<file path="src/rtl/tdm_mixer_if.sv">
// tdm_mixer_if: bundles the sample clock, voice product bus, mixing controls
// and the mixed-sample outputs of tdm_mixer into one interface.
//   master : the environment side.
//            Drives:   main_clk, products, enable_mask, gain_shift.
//            Receives: sample_out, sample_valid, busy, clip, overrun,
//                      dbg_state.
//   slave  : the mixer side, with every direction reversed.
// Handshake: there is no back-pressure. sample_valid is a one-cycle strobe;
// the consumer must capture sample_out and clip in that cycle. Between
// strobes, sample_out and clip hold the last delivered values.
interface tdm_mixer_if #(
    parameter int C_WIDTH   = 32,
    parameter int NUM_UNITS = 32,
    parameter int OUT_WIDTH = 24
);
    logic                           main_clk;
    logic [C_WIDTH*NUM_UNITS-1:0]   products;
    logic [NUM_UNITS-1:0]           enable_mask;
    logic [4:0]                     gain_shift;
    logic [OUT_WIDTH-1:0]           sample_out;
    logic                           sample_valid;
    logic                           busy;
    logic                           clip;
    logic                           overrun;
    logic [1:0]                     dbg_state;

    modport master (
        output main_clk, products, enable_mask, gain_shift,
        input  sample_out, sample_valid, busy, clip, overrun, dbg_state
    );

    modport slave (
        input  main_clk, products, enable_mask, gain_shift,
        output sample_out, sample_valid, busy, clip, overrun, dbg_state
    );
endinterface

</file>
<file path="src/rtl/tdm_mixer.sv">
// tdm_mixer: voice mixer for the TDM multiplier.
// On each rising edge of main_clk, the mixer snapshots the product bus and
// the enable mask. It then adds the enabled voices one per clk_in cycle
// into a wide signed accumulator. The sum is scaled by an arithmetic right
// shift of gain_shift, saturated to OUT_WIDTH, and delivered with a
// one-cycle sample_valid strobe.
// Ports:
//   clk_in : control clock; all logic runs on its rising edge.
//   reset  : synchronous, active-low.
//   bus    : tdm_mixer_if slave modport.
//     Inputs:  main_clk, products, enable_mask, gain_shift.
//     Outputs: sample_out, sample_valid, busy, clip, overrun, dbg_state.
module tdm_mixer #(
    parameter int C_WIDTH   = 32,
    parameter int NUM_UNITS = 32,
    parameter int OUT_WIDTH = 24
) (
    input  logic         clk_in,
    input  logic         reset,
    tdm_mixer_if.slave   bus
);
    localparam int IDX_W = $clog2(NUM_UNITS);
    // One guard bit per doubling of the voice count, so the sum cannot
    // overflow.
    localparam int ACC_W = C_WIDTH + IDX_W;

    localparam logic signed [ACC_W-1:0] SAT_MAX =
        {{(ACC_W-OUT_WIDTH+1){1'b0}}, {(OUT_WIDTH-1){1'b1}}};
    localparam logic signed [ACC_W-1:0] SAT_MIN =
        {{(ACC_W-OUT_WIDTH+1){1'b1}}, {(OUT_WIDTH-1){1'b0}}};

    typedef enum logic [1:0] {
        S_IDLE  = 2'd0,
        S_ACCUM = 2'd1,
        S_SCALE = 2'd2,
        S_OUT   = 2'd3
    } state_t;

    state_t                         state_q;
    logic                           main_d_q;
    logic [C_WIDTH*NUM_UNITS-1:0]   snap_q;
    logic [NUM_UNITS-1:0]           mask_q;
    logic signed [ACC_W-1:0]        acc_q;
    logic [IDX_W-1:0]               idx_q;
    logic [OUT_WIDTH-1:0]           result_q;
    logic                           clip_n_q;
    logic [OUT_WIDTH-1:0]           sample_out_q;
    logic                           sample_valid_q;
    logic                           clip_q;
    logic                           overrun_q;

    logic                           rise;
    logic signed [C_WIDTH-1:0]      voice;
    logic signed [ACC_W-1:0]        voice_ext;
    logic signed [ACC_W-1:0]        acc_d;
    logic signed [ACC_W-1:0]        scaled;
    logic [OUT_WIDTH-1:0]           result_d;
    logic                           clip_d;

    // main_d_q resets high, so a main_clk that is already high when reset
    // releases is not treated as a new sample edge.
    assign rise = bus.main_clk & ~main_d_q;

    always_comb begin
        voice     = snap_q[C_WIDTH*int'(idx_q) +: C_WIDTH];
        voice_ext = mask_q[idx_q] ? {{IDX_W{voice[C_WIDTH-1]}}, voice} : '0;
        acc_d     = acc_q + voice_ext;
        scaled    = acc_q >>> bus.gain_shift;
        result_d  = scaled[OUT_WIDTH-1:0];
        clip_d    = 1'b0;
        if (scaled > SAT_MAX) begin
            result_d = SAT_MAX[OUT_WIDTH-1:0];
            clip_d   = 1'b1;
        end else if (scaled < SAT_MIN) begin
            result_d = SAT_MIN[OUT_WIDTH-1:0];
            clip_d   = 1'b1;
        end
    end

    always_ff @(posedge clk_in) begin
        if (!reset) begin
            state_q        <= S_IDLE;
            main_d_q       <= 1'b1;
            snap_q         <= '0;
            mask_q         <= '0;
            acc_q          <= '0;
            idx_q          <= '0;
            result_q       <= '0;
            clip_n_q       <= 1'b0;
            sample_out_q   <= '0;
            sample_valid_q <= 1'b0;
            clip_q         <= 1'b0;
            overrun_q      <= 1'b0;
        end else begin
            main_d_q       <= bus.main_clk;
            sample_valid_q <= 1'b0;

            // A sample edge outside IDLE is lost; the mix in progress
            // continues. The flag is sticky until reset.
            if (rise && state_q != S_IDLE) begin
                overrun_q <= 1'b1;
            end

            case (state_q)
                S_IDLE: begin
                    if (rise) begin
                        snap_q  <= bus.products;
                        mask_q  <= bus.enable_mask;
                        acc_q   <= '0;
                        idx_q   <= '0;
                        state_q <= S_ACCUM;
                    end
                end
                S_ACCUM: begin
                    acc_q <= acc_d;
                    idx_q <= idx_q + IDX_W'(1);
                    if (idx_q == IDX_W'(NUM_UNITS-1)) begin
                        state_q <= S_SCALE;
                    end
                end
                S_SCALE: begin
                    result_q <= result_d;
                    clip_n_q <= clip_d;
                    state_q  <= S_OUT;
                end
                S_OUT: begin
                    sample_out_q   <= result_q;
                    clip_q         <= clip_n_q;
                    sample_valid_q <= 1'b1;
                    state_q        <= S_IDLE;
                end
                default: state_q <= S_IDLE;
            endcase
        end
    end

    assign bus.sample_out   = sample_out_q;
    assign bus.sample_valid = sample_valid_q;
    assign bus.busy         = (state_q != S_IDLE);
    assign bus.clip         = clip_q;
    assign bus.overrun      = overrun_q;
    assign bus.dbg_state    = state_q;

endmodule

</file>
<file path="src/flat_wrapper.sv">
// flat-port wrapper written by rule: the top's interface ports become plain ports
module tdm_mixer_flat 
#(
    parameter int C_WIDTH   = 32,
    parameter int NUM_UNITS = 32,
    parameter int OUT_WIDTH = 24
)
  (clk_in, reset, bus_main_clk, bus_products, bus_enable_mask, bus_gain_shift, bus_sample_out, bus_sample_valid, bus_busy, bus_clip, bus_overrun, bus_dbg_state);
  tdm_mixer_if #(.C_WIDTH(C_WIDTH), .NUM_UNITS(NUM_UNITS), .OUT_WIDTH(OUT_WIDTH)) bus_i ();
  input  logic clk_in;
  input  logic reset;
  input wire logic [$bits(bus_i.main_clk)-1:0] bus_main_clk;
  input wire logic [$bits(bus_i.products)-1:0] bus_products;
  input wire logic [$bits(bus_i.enable_mask)-1:0] bus_enable_mask;
  input wire logic [$bits(bus_i.gain_shift)-1:0] bus_gain_shift;
  output wire logic [$bits(bus_i.sample_out)-1:0] bus_sample_out;
  output wire logic [$bits(bus_i.sample_valid)-1:0] bus_sample_valid;
  output wire logic [$bits(bus_i.busy)-1:0] bus_busy;
  output wire logic [$bits(bus_i.clip)-1:0] bus_clip;
  output wire logic [$bits(bus_i.overrun)-1:0] bus_overrun;
  output wire logic [$bits(bus_i.dbg_state)-1:0] bus_dbg_state;
  assign bus_i.main_clk = bus_main_clk;
  assign bus_i.products = bus_products;
  assign bus_i.enable_mask = bus_enable_mask;
  assign bus_i.gain_shift = bus_gain_shift;
  assign bus_sample_out = bus_i.sample_out;
  assign bus_sample_valid = bus_i.sample_valid;
  assign bus_busy = bus_i.busy;
  assign bus_clip = bus_i.clip;
  assign bus_overrun = bus_i.overrun;
  assign bus_dbg_state = bus_i.dbg_state;
  tdm_mixer #(.C_WIDTH(C_WIDTH), .NUM_UNITS(NUM_UNITS), .OUT_WIDTH(OUT_WIDTH)) u_core (.clk_in(clk_in), .reset(reset), .bus(bus_i));
endmodule
</file>
<file path="config.mk">
export PLATFORM = sky130hd
export DESIGN_NAME = tdm_mixer_flat
export DESIGN_NICKNAME = d
export VERILOG_FILES = /design/src/rtl/tdm_mixer_if.sv /design/src/rtl/tdm_mixer.sv /design/src/flat_wrapper.sv
export SDC_FILE = /design/constraint.sdc
export NUM_CORES = 2
export LEC_CHECK = 0
export CORE_AREA = 4 4 419 421
export DETAILED_ROUTE_END_ITERATION = 8
export DIE_AREA = 0 0 423 425
export SKIP_CTS_REPAIR_TIMING = 1
export SLEW_MARGIN = 20
export SYNTH_ARGS = -nofsm -noshare
export SYNTH_HDL_FRONTEND = slang
export SYNTH_SLANG_ARGS = --single-unit
</file>
<file path="constraint.sdc">
create_clock -name clk_in -period 6 [get_ports clk_in]
set_input_delay 1.5 -clock clk_in [delete_from_list [all_inputs] [get_ports clk_in]]
set_output_delay 1.5 -clock clk_in [all_outputs]
set_load 0.02 [all_outputs]
</file>
Word level (Yosys, flattened, before mapping)
Index checks and enable logic that the tools add are counted.
W data, S select, Z words.
{ "word_totals": {"reg_bits": 1153, "inputBits": 1064, "out_inout_bits": 30} }
{ "classes": {"addsub": 2, "magnitude_cmp": 3, "eq_ne": 6, "shifts": 2, "mux": 15, "bitwise_logic": 2, "reduce_logical": 7} }
{ "op_table": {"columns": ["cell", "count"], "rows": [
  ["$shiftx A1024 B11 Y32", 1],
  ["$mux W37", 2],
  ["$pmux W37 S2", 1],
  ["$mux W24", 2],
  ["$add A37 B37 Y37", 1],
  ["$gt A37 B24 Y1 const B", 1],
  ["$lt A37 B24 Y1 const B", 1],
  ["$sshr A37 B5 Y37", 1],
  ["$pmux W5 S2", 1],
  ["$pmux W2 S4", 1],
  ["$lt A5 B6 Y1 const B", 1],
  ["$reduce_and A2 Y1", 3],
  ["$add A5 B1 Y5 const B", 1],
  ["$bmux W1 S5", 1],
  ["$eq A5 B5 Y1 const B", 1],
  ["$mux W5", 1],
  ["$eq A2 B2 Y1 const B", 2],
  ["$mux W1", 4],
  ["$mux W2", 2],
  ["$ne A2 B1 Y1 const B", 2],
  ["$reduce_bool A2 Y1", 2],
  ["$eq A2 B1 Y1 const B", 1],
  ["$logic_not A2 Y1", 1],
  ["$and A1 B1 Y1", 1],
  ["other kinds (2)", 2]
]} }

Longest topological paths before layout
{ "depth": {"ltp_word": 5, "ltp_mapped": 21, "ltp_nobuf": 16} }

Worst setup path after synthesis
No wires, ideal clock.
{ "synth_timing": {"kind": "reg2reg", "from": "register u_core.idx_q[0]", "to": "register u_core.acc_q[36]", "t_arrival_ps": 5287, "required_ps": 5883, "slack_ps": 597, "path_stages_with_launch": 22, "n_path_buf": 5, "cell_sequence": "dfxtp_1 buf_2 buf_4 buf_2 clkbuf_1 buf_2 mux4_2 mux4_2 mux2i_1 nor2_1 ha_1 fa_1 a21o_1 a221oi_1 nand3b_1 nand3_1 a311oi_1 nor3_1 a2111oi_4 xnor2_1 o21bai_1 a22o_1"} }
{ "synth_between": {"elab_chain_cells": 5} }
{ "synth_lines": {"columns": ["item", "line_no", "text"], "rows": [
  ["start: declaration", "tdm_mixer.sv:44", "logic [IDX_W-1:0] idx_q;"],
  ["start signal: assignment", "tdm_mixer.sv:116", "idx_q <= idx_q + IDX_W'(1);"],
  ["branches (longest 2 deep; another with $shiftx A1024 B11 Y32)", null, null],
  ["$mux W37 *", "tdm_mixer.sv:66", "voice_ext = mask_q[idx_q] ? {{IDX_W{voice[C_WIDTH-1]}}, voice} : '0;"],
  ["$add A37 B37 Y37 *", "tdm_mixer.sv:67", "acc_d = acc_q + voice_ext;"],
  ["$pmux W37 S2 *", "tdm_mixer.sv:104", "case (state_q)"],
  ["end signal: assignment", "tdm_mixer.sv:86", "acc_q <= '0;"],
  ["end signal: assignment", "tdm_mixer.sv:109", "acc_q <= '0;"],
  ["end signal: assignment", "tdm_mixer.sv:115", "acc_q <= acc_d;"],
  ["end: declaration", "tdm_mixer.sv:43", "logic signed [ACC_W-1:0] acc_q;"]
]} }
Every way passes the cells marked *. The select of a mux whose other input is x is not followed.
A chain may end at the register's enable or synchronous reset.

Final worst setup path
Same ends and word-level chain as after synthesis.

==> impl_metrics.yaml <==
final_layout:
  fin_area_sq_mm: 0.07149
  nets: 7817
  regArea_sq_mm: 0.02310
  drive_gt1_frac: 0.1017
  final_core_util: 0.4172
  area_growth_pct: 32.65
  fill_cells: 16730
  multi_input_area_sq_mm: 0.02886
global_routing:
  grt-ovfl-total: 0
  antenna_found_initial: 54
  first_global_vias: 46670
  grt_pass1_wl_microns: 352900
  grt_usage: 0.2741
  grt_max_degree: 231
power:
  seqPwrFrac: 0.421
  p_sw_frac: 0.2840
  internal-power_mw: 14.50
  p_leak_nw: 23.77
  p_sw_mw: 5.751
  power.total_mw: 20.25
  combPwrFrac: 0.155
  clkPwrFrac: 0.424
  p_per_area_mw_per_mm2: 283.2
  peakVddDrop_v: 0.0002020
synth:
  synth_top_cells_by_count: "2187 x nand2_1, 1153 x dfxtp_1, 1056 x a21boi_0"
  synth_edf_count: 0
  ys_seq_elements: 1153
  synth-warning-count: 0
  netlist-cell-type-count: 61
  synth_top_area_cell: "dfxtp_1"
  syn_inst: 5892
  seq_area_frac_synth: 0.4283
  post_synth.cell_area_avg_sq_um: 9.147
  synth_area_sq_mm: 0.05389
  syn_nets: 6999
  synthTopCellsByArea: "dfxtp_1 43%, nand2_1 15%, mux4_2 15%"
  async_flop_share: 0
  ys.flop_type: "dfxtp_1"
  synth.most_common_cell: "nand2_1"
  synth_top_area_frac: 0.4283
route:
  first_pass_iters: 5
  wl_microns: 258300
  ant_nets: 0
  drt_iter0_markers: 5299
  vias: 48570
  drc: 0
  avgRoutedWirePerCell_microns: 28.24
  vias_per_cell: 5.310
die:
  start_util: 0.3145
  ios: 1094
  die_w_microns: 423
  row_count: 152
  dieArea_sq_mm: 0.1798
  fp.dieH_microns: 425
  core_area_sq_mm: 0.1714
setup_path:
  slowest_stage: "mux4_2"
  crit_family: "multiplexers"
  cp-end-kind: "register"
  slowest_delay_ns: 0.64
  worstReg2RegStart: "u_core.idx_q[0]"
  worstReg2RegEnd: "u_core.acc_q[36]"
  critPathArrivalTime_ns: 6.14
  worstPathMaxFanout: 22
  criticalPathCategory: "reg2reg"
  crit_path_cell_trace: "buf_12, buf_4, mux4_2, mux4_2, mux2i_1, nor2_1, ha_1, and3_1, and3_1, a221oi_1, nand3_1, a311oi_1, nor3_1, a2111oi_4, xnor2_1, o21bai_1, a22o_1"
  reg2reg_setup_slack_ns: 0.51
  cp-start-kind: "register"
  crit_buf_inv: 2
  crit_required_ns: 6.65
  reg2regPathDepth: 17
hold_path:
  worstHoldStart: "u_core.snap_q[748]"
  min_to: "u_core.snap_q[748]"
  worstHoldPathCells: 2
  worst_hold_path_type: "reg2reg"
clock_tree:
  clockRootBuffer: "clkbuf_16"
  cts.sinks: 1153
  clockBufferDepth: 3
  cts_tree: "done"
  clock_latency_ns: 0.80
  h-tree-depth: 4
  cts_made_buffers: 134
  path_clk_slew_ns: 0.06
sta:
  tns_ns: 0
  timing.final.max_slew_violations: 0
  period_minus_slack_ns: 5.490
  rsz0062_at_grt: "false"
  max_freq_mhz: 182.2
  final_hold_viol_count: 0
  worst_pin_slew_ns: 1.141
  post-route-period-util: 0.9150
  hold_slack_ns: 0.4602
  slew_headroom: 0.2394
  setup_viol: 0
  finalClockSkew_ns: 0.07652
placed_design:
  place_area_sq_mm: 0.06678
  port_buffers: 1093
  dpl.hpwl_microns: 203100
  gp_congestion: 1.036
status:
  status: "completed"
job:
  max-cap-violations: 0
final cells by class:
| type | count | share of cell area |
|---|---|---|
| diodes | 21 | 0.0007351 |
| multi-input cells | 4231 | 0.4037 |
| well taps | 2310 | 0.04043 |
| clock buffers | 186 | 0.05230 |
| flip-flops and latches | 1153 | 0.3231 |
| clock inverters | 56 | 0.01237 |
| repair buffers | 1170 | 0.1663 |
| inverters | 20 | 0.001050 |
per-stage QoR:
step           cells  setup WS [ns]
2_1_floorplan   5892         0.5966
3_3_place_gp    8883         0.5237
3_5_place_dp    8883         0.5821
4_1_cts         9125         0.5467
5_1_grt         9140         0.1150
6_report        9147         0.5101
kinds of logic after synthesis:
| family | share of synthesized area |
|---|---|
| mux | 0.1684 |
| flops | 0.4283 |
| buf+inv | 0.03682 |
| simple gates | 0.1733 |
| compound gates | 0.1782 |
| fa+ha+maj | 0.01012 |
| xor+xnor | 0.004875 |
power groups by stage:
stage          clock [mW]  combinational [mW]  sequential, mW
2_1_floorplan           0                1.59            8.42
3_3_place_gp            0                3.10            8.66
3_5_place_dp            0                3.13            8.65
4_1_cts              8.71                3.14            8.49
5_1_grt              9.00                3.34            8.53
6_report             8.58                3.14            8.52
how the worst max path moves through the flow:
| stage | startpoint | end | slack [ns] | cells past startpoint |
|---|---|---|---|---|
| floorplan | u_core.idx_q[0] | u_core.acc_q[36] | 0.60 | 21 |
| global placement | u_core.idx_q[0] | u_core.acc_q[36] | 0.52 | 17 |
| detailed placement | u_core.idx_q[0] | u_core.acc_q[36] | 0.58 | 17 |
| CTS | u_core.idx_q[0] | u_core.acc_q[36] | 0.55 | 17 |
| global route | u_core.idx_q[0] | u_core.acc_q[36] | 0.11 | 17 |
| finish | u_core.idx_q[0] | u_core.acc_q[36] | 0.51 | 17 |
routing by layer:
layer	global-route usage	part of all wire	vias up
met5	0	0.00054	-
li1	-	-	21820
met3	0.05792	0.088	426
met4	0.1365	0.055	22
met2	0.4151	0.44	2269
met1	0.3705	0.42	24030
worst register-to-register path: cells and delay by family (launching register included):
family / cells / cell delay [ns]
compound gates: 5 / 1.44
xor+xnor: 1 / 0.20
fa+ha+maj: 1 / 0.38
buf+inv: 2 / 0.65
flops: 1 / 0.40
mux: 3 / 1.46
simple gates: 5 / 0.85
cell usage in the layout, fill, tap and decap left out, drive strengths merged, types with 22 or more instances in the layout:
master / instances
nor2: 90
mux4: 355
buf: 80
ha: 42
o21ai: 55
a21boi: 1056
o221a: 22
nand2: 2187
clkbuf: 186
clkdlybuf4s50: 1090
a22oi: 23
dfxtp: 1153
a21oi: 56
clkinv: 41
mux2i: 88
nor2b: 56
registers in the layout, summed over array words and instances (netlist names):
signal / count
u_core.bus.sample_out: 24
u_core.snap_q: 1024
u_core.bus.overrun: 1
u_core.bus.clip: 1
u_core.clip_n_q: 1
u_core.mask_q: 32
u_core.acc_q: 37
u_core.main_d_q: 1
u_core.bus.sample_valid: 1
u_core.bus.dbg_state: 2
u_core.idx_q: 5
u_core.result_q: 24
Note: power is estimated with default switching activity, not from simulation.
